File: src/rtl/pc_seq.sv
// Program-counter sequencer: PC, registered Z flag, optional return-address
// stack compiled in with PC_SEQ_RET_STACK_EN.
module pc_seq #(
  parameter int ADDR_W      = 10,
  parameter int STACK_DEPTH = 8
) (
  input  logic              clk,
  input  logic              reset,
  input  logic              en,
  input  logic              s_inc,
  input  logic              wez,
  input  logic              z_alu,
  input  logic [5:0]        opcode,
  input  logic [ADDR_W-1:0] target,
  output logic [ADDR_W-1:0] pc,
  output logic              z,
  output logic              stk_full,
  output logic              stk_empty,
  output logic              stk_err
);

  logic [ADDR_W-1:0] pc_inc;

  assign pc_inc = pc + ADDR_W'(1);

  always_ff @(posedge clk) begin
    if (reset) begin
      z <= 1'b0;
    end else if (en && wez) begin
      z <= z_alu;
    end
  end

`ifdef PC_SEQ_RET_STACK_EN

  localparam int PW = $clog2(STACK_DEPTH);
  localparam logic [PW:0] FULL_CNT = (PW+1)'(STACK_DEPTH);

  logic [ADDR_W-1:0] mem [STACK_DEPTH];
  logic [PW:0]       sp;
  logic [PW-1:0]     top;
  logic              err;
  logic              is_jal;
  logic              is_ret;
  logic              push;
  logic              pop;
  logic              err_set;
  logic [ADDR_W-1:0] pc_next;

  assign is_jal    = opcode == 6'b101000;
  assign is_ret    = opcode == 6'b101001;
  assign top       = sp[PW-1:0] - PW'(1);
  assign stk_full  = sp == FULL_CNT;
  assign stk_empty = sp == '0;
  assign stk_err   = err;

  // JAL/RET outrank s_inc; stack boundary cases set the sticky error
  always_comb begin
    pc_next = pc_inc;
    push    = 1'b0;
    pop     = 1'b0;
    err_set = 1'b0;
    if (is_jal) begin
      pc_next = target;
      if (stk_full) err_set = 1'b1;
      else          push    = 1'b1;
    end else if (is_ret) begin
      if (stk_empty) begin
        err_set = 1'b1;
      end else begin
        pop     = 1'b1;
        pc_next = mem[top];
      end
    end else if (!s_inc) begin
      pc_next = target;
    end
  end

  always_ff @(posedge clk) begin
    if (reset) begin
      pc  <= '0;
      sp  <= '0;
      err <= 1'b0;
    end else if (en) begin
      pc <= pc_next;
      if (push)     sp <= sp + (PW+1)'(1);
      else if (pop) sp <= sp - (PW+1)'(1);
      if (err_set) err <= 1'b1;
    end
  end

  always_ff @(posedge clk) begin
    if (!reset && en && push) begin
      mem[sp[PW-1:0]] <= pc_inc;
    end
  end

`else

  logic unused_cfg;

  assign unused_cfg = ^{opcode, STACK_DEPTH[0]};
  assign stk_full   = 1'b0;
  assign stk_empty  = 1'b1;
  assign stk_err    = 1'b0;

  always_ff @(posedge clk) begin
    if (reset) begin
      pc <= '0;
    end else if (en) begin
      pc <= s_inc ? pc_inc : target;
    end
  end

`endif

endmodule

File: config.mk
export PLATFORM = sky130hd
export DESIGN_NAME = pc_seq
export DESIGN_NICKNAME = d
export VERILOG_FILES = /design/src/rtl/pc_seq.sv
export SDC_FILE = /design/constraint.sdc
export NUM_CORES = 1
export LEC_CHECK = 0
export CAP_MARGIN = 20
export CORE_AREA = 10 10 59 61
export DETAILED_ROUTE_END_ITERATION = 7
export DIE_AREA = 0 0 69 71
export SLEW_MARGIN = 0
export SYNTH_ARGS = -nofsm -noshare
export SYNTH_HDL_FRONTEND = slang
export SYNTH_SLANG_ARGS = --single-unit
export TNS_END_PERCENT = 1
File: constraint.sdc
create_clock -name clk -period 2.1 [get_ports clk]
set_input_delay 0.42 -clock clk [delete_from_list [all_inputs] [get_ports clk]]
set_output_delay 0.42 -clock clk [all_outputs]
set_load 0.01 [all_outputs]
* Word level (Yosys, flattened, before mapping) *
Index checks and enable logic that the tools add are counted.

storage, ports and cells
  logic and storage cells = 5
  output and inout bits = 14
  register bits = 11
  bits of input ports = 22

cells by class
  multiplexer cells = 1
  add/sub/neg operators = 1
  reductions and logical operators = 1

operators by type and width
  operator                                                         number
  10-bit by 1-bit adder with 10-bit output, second input constant  1
  10-bit 2-to-1 mux                                                1
  1-bit logical AND                                                1

* Depth between registers and ports, before layout *
Gate-level depths: netlist (run 1).

  depth in word-level cells = 2
  gate-level depth with buffers = 4

* Worst setup path after synthesis (run 1) *
Ideal clock, no wire load.

  path type = reg2reg
  start point = register pc[0]
  end point = register pc[6]
  slack = 857 ps
  path buffers = 0
  data required time = 1973 ps
  stages on the path, launching flop included = 5
  arrival time = 1116 ps
  path through = dfxtp_1 > ha_1 > and3_1 > a311oi_1 > a211oi_1

between the ends
  cells in the longest elaborated chain, start to end = 2

RTL lines
  element                                   line  source
  from (decl)                               15    output logic [ADDR_W-1:0] pc,
  from (signal assigned)                    111   pc <= s_inc ? pc_inc : target;
  10-bit by 1-bit adder with 10-bit output  24    assign pc_inc = pc + ADDR_W'(1);
  10-bit 2-to-1 mux                         111

No other way between the ends.
A chain may end at the register's enable or synchronous reset.

* Final worst setup path (run 1) *
  start point = register pc[4]
  end point = output pc[4]

No word-level cell between the ends.

==> flow_summary_export.csv, run 1 <==
group,metric,value,unit
synthesis,ys_ff_latch,11,
synthesis,synthTopCellsByArea,"dfxtp_1, o21ai_0, a211oi_1",
final_layout,regArea,220,um2
placement,routabilityCongestion,0.772,
timing,skew,1.87,ps
timing,maxSlewViolCount,0,
cts,numCtsBuffers,3,
grt,overflow,0,
cts,cts_resized,0,
final_layout,area_growth,44.9,%
timing,tns,0,ps
final_layout,nNetsFinal,136,
timing,rsz0062_at_grt,"no",
final_layout,final_cells,142,
grt,grt_usage,8.18,%
grt,grt_max_degree,16,
setup_path,crit_buf_inv,1,
routing,first_iter_violations,41,
setup_path,crit_chain,"clkdlybuf4s50_1",
final_layout,drive_gt1_share,8.04,%
timing,fin_crit,1790,ps
setup_path,startpoint_type,"flip-flop",
min_path,min_path_type,"flip-flop to flip-flop",
die,die_w,69,um
setup_path,end_kind,"primary output",
routing,drc,0,
synthesis,synthTopCellsByCount,"dfxtp_1, o21ai_0, inv_1, nand2_1",
synthesis,synth_flop_cell,"dfxtp_1",
routing,wl_per_cell,15.1,um
routing,vias,745,
synthesis,synthArstFlopShare,0,%
grt,grt_pass1_vias,715,
cts,cts-root-buf,"clkbuf_4",
power_and_ir_drop,irDropWorstVdd,0.197,mV
die,std_cell_rows,18,
setup_path,crit_required,1680,ps
setup_path,crit_slowest_cell,"clkdlybuf4s50_1",
setup_path,crit_start,"pc[4]",
cts,worst_skew_pair.late_latency,270,ps
power_and_ir_drop,powerDensity,517,mW/mm2
setup_path,max_stage_delay,610,ps
final_layout,multi_input_area,412,um2
die,dieArea,0.00490,mm2
cts,clk_pin_slew,70,ps
grt,antenna_found_initial,0,
routing,drt-total-wl,2140,um
placement,dp.final_hpwl,1670,um
setup_path,critPathKind,"flip-flop to primary output",
setup_path,crit_path_max_fanout,9,
cts,postCtsSetupRepairBufs,0,
status,outcome,"finished clean",
synthesis,synth_top_area_share,32.0,%
synthesis,avgSynthCellArea,8.10,um2
timing,hold_viol,0,
synthesis,syn_inst,85,
setup_path,crit_family,"buffers and inverters",
synthesis,yosysSeqAreaShare,32.0,%
power_and_ir_drop,cellLeakagePower,0.369,nW
timing,max_freq,0.560,GHz
final_layout,final_core_utilization,41.8,%
timing,timing.final.crit_share,85.1,%
die,io_pins,36,
routing,ant_nets,0,
grt,grt_pass1_wl,3370,um
cts,htree_levels,1,
synthesis,yosysMostFrequentCell,"dfxtp_1",
final_layout,antennaDiodeCount,0,
min_path,hp-start,"z",
synthesis,yosysTopAreaCell,"dfxtp_1",
synthesis,yosys_warnings,0,
routing,vias_per_cell,5.25,
setup_path,worst_ep_arrival_time,1370,ps
die,start_util,28.8,%
die,die_h,71,um
cts,hold_buffers,0,
cts,cts_buffer_depth,2,
placement,dp.cells,138,
cts,cts_tree,"built",
job,maxCapViolations,0,
routing,firstDrtPassIters,4,
synthesis,synth_edf_count,0,
power_and_ir_drop,total_power,515,uW
cts,cts_sinks,11,
placement,port_buffers,26,
synthesis,synth_cell_type_count,32,
final_layout,fillers,267,
die,coreArea,0.00239,mm2
setup_path,r2r_start,"pc[0]",
timing,finalSetupViolCount,0,
synthesis,netlist_area,688,um2
==> layer usage <==
layer / track usage [%] / share of wire [%]
met1: 8.95 / 43
met4: 3.36 / 0.42
met2: 13.8 / 49
met5: 0 / 0
met3: 3.21 / 7.1
==> logic make-up after synthesis <==
group / share of synthesized area (%)
AOI/OAI and AO/OA: 27.8
adders and majority gates: 1.82
buffers and inverters: 8.73
DFF: 32.0
muxes: 1.45
other: 1.09
and+or+nand+nor: 27.1
==> cells in the final DEF (no fill, tap or decap), types with 2 or more instances in the layout <==
cell type,synthesis,final
nand2b_1,2,2
nand4_1,3,3
o21ai_0,6,6
o32ai_1,2,2
a21oi_1,4,4
nand2_1,5,5
clkbuf_4,0,3
nor3_1,3,3
clkdlybuf4s50_1,0,26
and3_1,3,3
inv_1,5,5
a211oi_1,4,4
a311oi_1,3,3
o22ai_1,2,2
conb_1,2,3
dfxtp_1,11,11
nand3_1,4,4
nor2b_1,4,4
buf_4,3,3
nor2_1,3,3
==> state kept, by name, summed over array words and instances, names as in the netlist <==
register,count
pc,10
z,1
==> report_power, final <==
| group | internal [mW] | leakage, nW | switching, mW | total, mW |
|---|---|---|---|---|
| logic | 0.0722 | 0.263 | 0.0515 | 0.124 |
| registers | 0.221 | 0.0906 | 0.0194 | 0.241 |
| clock network | 0.0736 | 0.0150 | 0.0772 | 0.151 |
==> area by class of cell <==
cell class | instances | share of cell area, %
multi-input cells | 63 | 41.3
inverters | 5 | 1.88
repair buffers | 29 | 28.4
flip-flops and latches | 11 | 22.1
well taps | 30 | 3.76
clock buffers | 4 | 2.63
==> final timing paths <==
path | depth (start not counted) | to | slack (ps)
hold / removal | 2 | z | 470
setup / recovery | 1 | pc[4] | 310
hold reg to reg | 2 | z | 470
setup reg to reg | 4 | pc[8] | 760
==> through the flow <==
step | area [um2] | worst slack (ps) | hold slack, ps
final | 997 | 313 | 472
after floorplan | 692 | 857 | 481
after global routing | 997 | 269 | 513
after detailed placement | 971 | 369 | 463
after global placement | 971 | 416 | 444
after CTS | 997 | 310 | 475
No activity file was read; power rests on OpenSTA's default activity.
==> run 2, diff against run 1 <==
- PLACE_DENSITY_LB_ADDON: not set -> 0.05
==> run 2 against run 1 <==
Combinational power barely moved. Global-route usage is 0.34 points higher. Final cell count grew 0.70%. Via count shrank 0.40%. Sequential cell count stayed put. Clock skew shrank 1.2 ps. Clock power barely moved. Setup slack barely moved. Design area grew 0.75%. Critical path depth did not move.
==> flow_summary_export.csv, run 2 (synthesis results as in run 1) <==
group,metric,value,unit
routing,vias_per_cell,5.19,
cts,postCtsSetupRepairBufs,0,
placement,port_buffers,26,
timing,fin_crit,1790,ps
routing,vias,742,
cts,htree_levels,1,
routing,drt-total-wl,2060,um
placement,dp.final_hpwl,1660,um
grt,met2_usage,14.4,%
final_layout,largest_register_ffs,10,
placement,placed_cell_area,978,um2
timing,skew,0.701,ps
setup_path,startpoint_type,"flip-flop",
power_and_ir_drop,cellLeakagePower,0.373,nW
setup_path,crit_buf_inv,1,
final_layout,final_cells,143,
grt,antenna_found_initial,0,
cts,cts_tree,"built",
timing,maxSlewViolCount,0,
final_layout,multi_input_area,412,um2
routing,ant_nets,0,
die,die_h,71,um
cts,cts_buffer_depth,2,
grt,grt_pass1_wl,3570,um
die,dieArea,0.00490,mm2
grt,grt_pass1_vias,750,
die,coreArea,0.00239,mm2
setup_path,r2r_end,"pc[6]",
final_layout,regArea,220,um2
final_layout,fillers,274,
cts,cts_sinks,11,
final_layout,final_cell_mix,"clkdlybuf4s50_1, dfxtp_1, o21ai_0",
final_layout,final_common_cell,"clkdlybuf4s50_1",
grt,overflow,0,
min_path,min_to,"z",
routing,drc,0,
timing,max_freq,0.559,GHz
routing,first_iter_violations,24,
power_and_ir_drop,irDropWorstVdd,0.226,mV
final_layout,area_growth,46.0,%
timing,finalSetupViolCount,0,
placement,routabilityCongestion,0.720,
setup_path,max_stage_delay,600,ps
timing,tns,0,ps
min_path,hp-start,"z",
die,io_pins,36,
final_layout,top_register,"pc",
power_and_ir_drop,powerDensity,511,mW/mm2
cts,cts-root-buf,"clkbuf_4",
setup_path,worst_ep_arrival_time,1370,ps
final_layout,reg.largest.list,"pc (10), z (1)",
grt,grt_max_degree,13,
routing,firstDrtPassIters,4,
job,maxCapViolations,0,
setup_path,critPathKind,"flip-flop to primary output",
final_layout,nNetsFinal,137,
setup_path,crit_chain,"clkdlybuf4s50_1",
timing,timing.final.crit_share,85.1,%
die,std_cell_rows,18,
grt,grt_use_met3,2.79,%
placement,dp.cells,139,
setup_path,crit_family,"buffers and inverters",
die,start_util,28.8,%
setup_path,crit_path_max_fanout,9,
grt,grt_usage,8.52,%
timing,rsz0062_at_grt,"no",
timing,hold_viol,0,
min_path,min_path_type,"flip-flop to flip-flop",
setup_path,end_kind,"primary output",
final_layout,antennaDiodeCount,0,
die,die_w,69,um
setup_path,r2r_cells,4,
cts,numCtsBuffers,3,
cts,hold_buffers,0,
cts,cts_resized,0,
status,outcome,"finished clean",
final_layout,drive_gt1_share,8.85,%
grt,grt-busiest-layer,"met2",
final_layout,final_area,0.00100,mm2
setup_path,r2r_start,"pc[0]",
min_path,hold_depth,2,
routing,wl_per_cell,14.4,um
setup_path,r2r_slack,770,ps
setup_path,crit_required,1680,ps
setup_path,crit_slowest_cell,"clkdlybuf4s50_1",
final_layout,final_core_utilization,42.1,%
cts,worst_skew_pair.late_latency,260,ps
cts,clk_pin_slew,80,ps
grt,use_met1,9.65,%
run 2: cell count changes in the layout (fill, tap and decap cells not counted), sizes merged:
cell,previous run,this run
buf,3,4
run 2: layout make-up:
cell class                 instances  area share (%)
timing repair buffer              30            28.9
multi-input combinational         63            41.0
inverter                           5            1.87
clock buffer                       4            2.62
sequential                        11            21.9
tap                               30            3.74
run 2: worst max path at each step:
stage,from,to,cells past startpoint
after detailed placement,s_inc,pc[7],4
final,pc[4],pc[4],1
after CTS,pc[4],pc[4],1
after global routing,pc[4],pc[4],1
after global placement,s_inc,pc[7],4
after floorplan,pc[0],pc[6],4
run 2: per-stage QoR:
| step | hold WS (ps) | total power, mW | setup WS [ps] |
|---|---|---|---|
| final | 459 | 0.513 | 312 |
| after floorplan | 481 | 0.303 | 857 |
| after global routing | 482 | 0.545 | 253 |
| after global placement | 443 | 0.370 | 268 |
| after CTS | 463 | 0.526 | 294 |
| after detailed placement | 451 | 0.371 | 273 |
run 2: worst register-to-register path, delay by kind of cell, from the launching register on:
family                     cells  cell delay [ps]
DFF                            1              370
adders and majority gates      1              270
and+or+nand+nor                1              220
AOI/OAI and AO/OA              2              350
run 2: where the power goes:
part           switching, mW  internal [mW]  total [mW]
combinational         0.0510         0.0733       0.124
clock                 0.0752         0.0734       0.149
sequential            0.0193          0.221       0.241
run 2: per-layer routing:
| metal | vias up | share of wire (%) | routed length, um |
|---|---|---|---|
| met5 | - | 0 | 0 |
| met4 | 0 | 0.68 | 14 |
| met3 | 2 | 7.3 | 151 |
| met2 | 30 | 49 | 1000 |
| met1 | 336 | 43 | 893 |
| li1 | 374 | - | - |
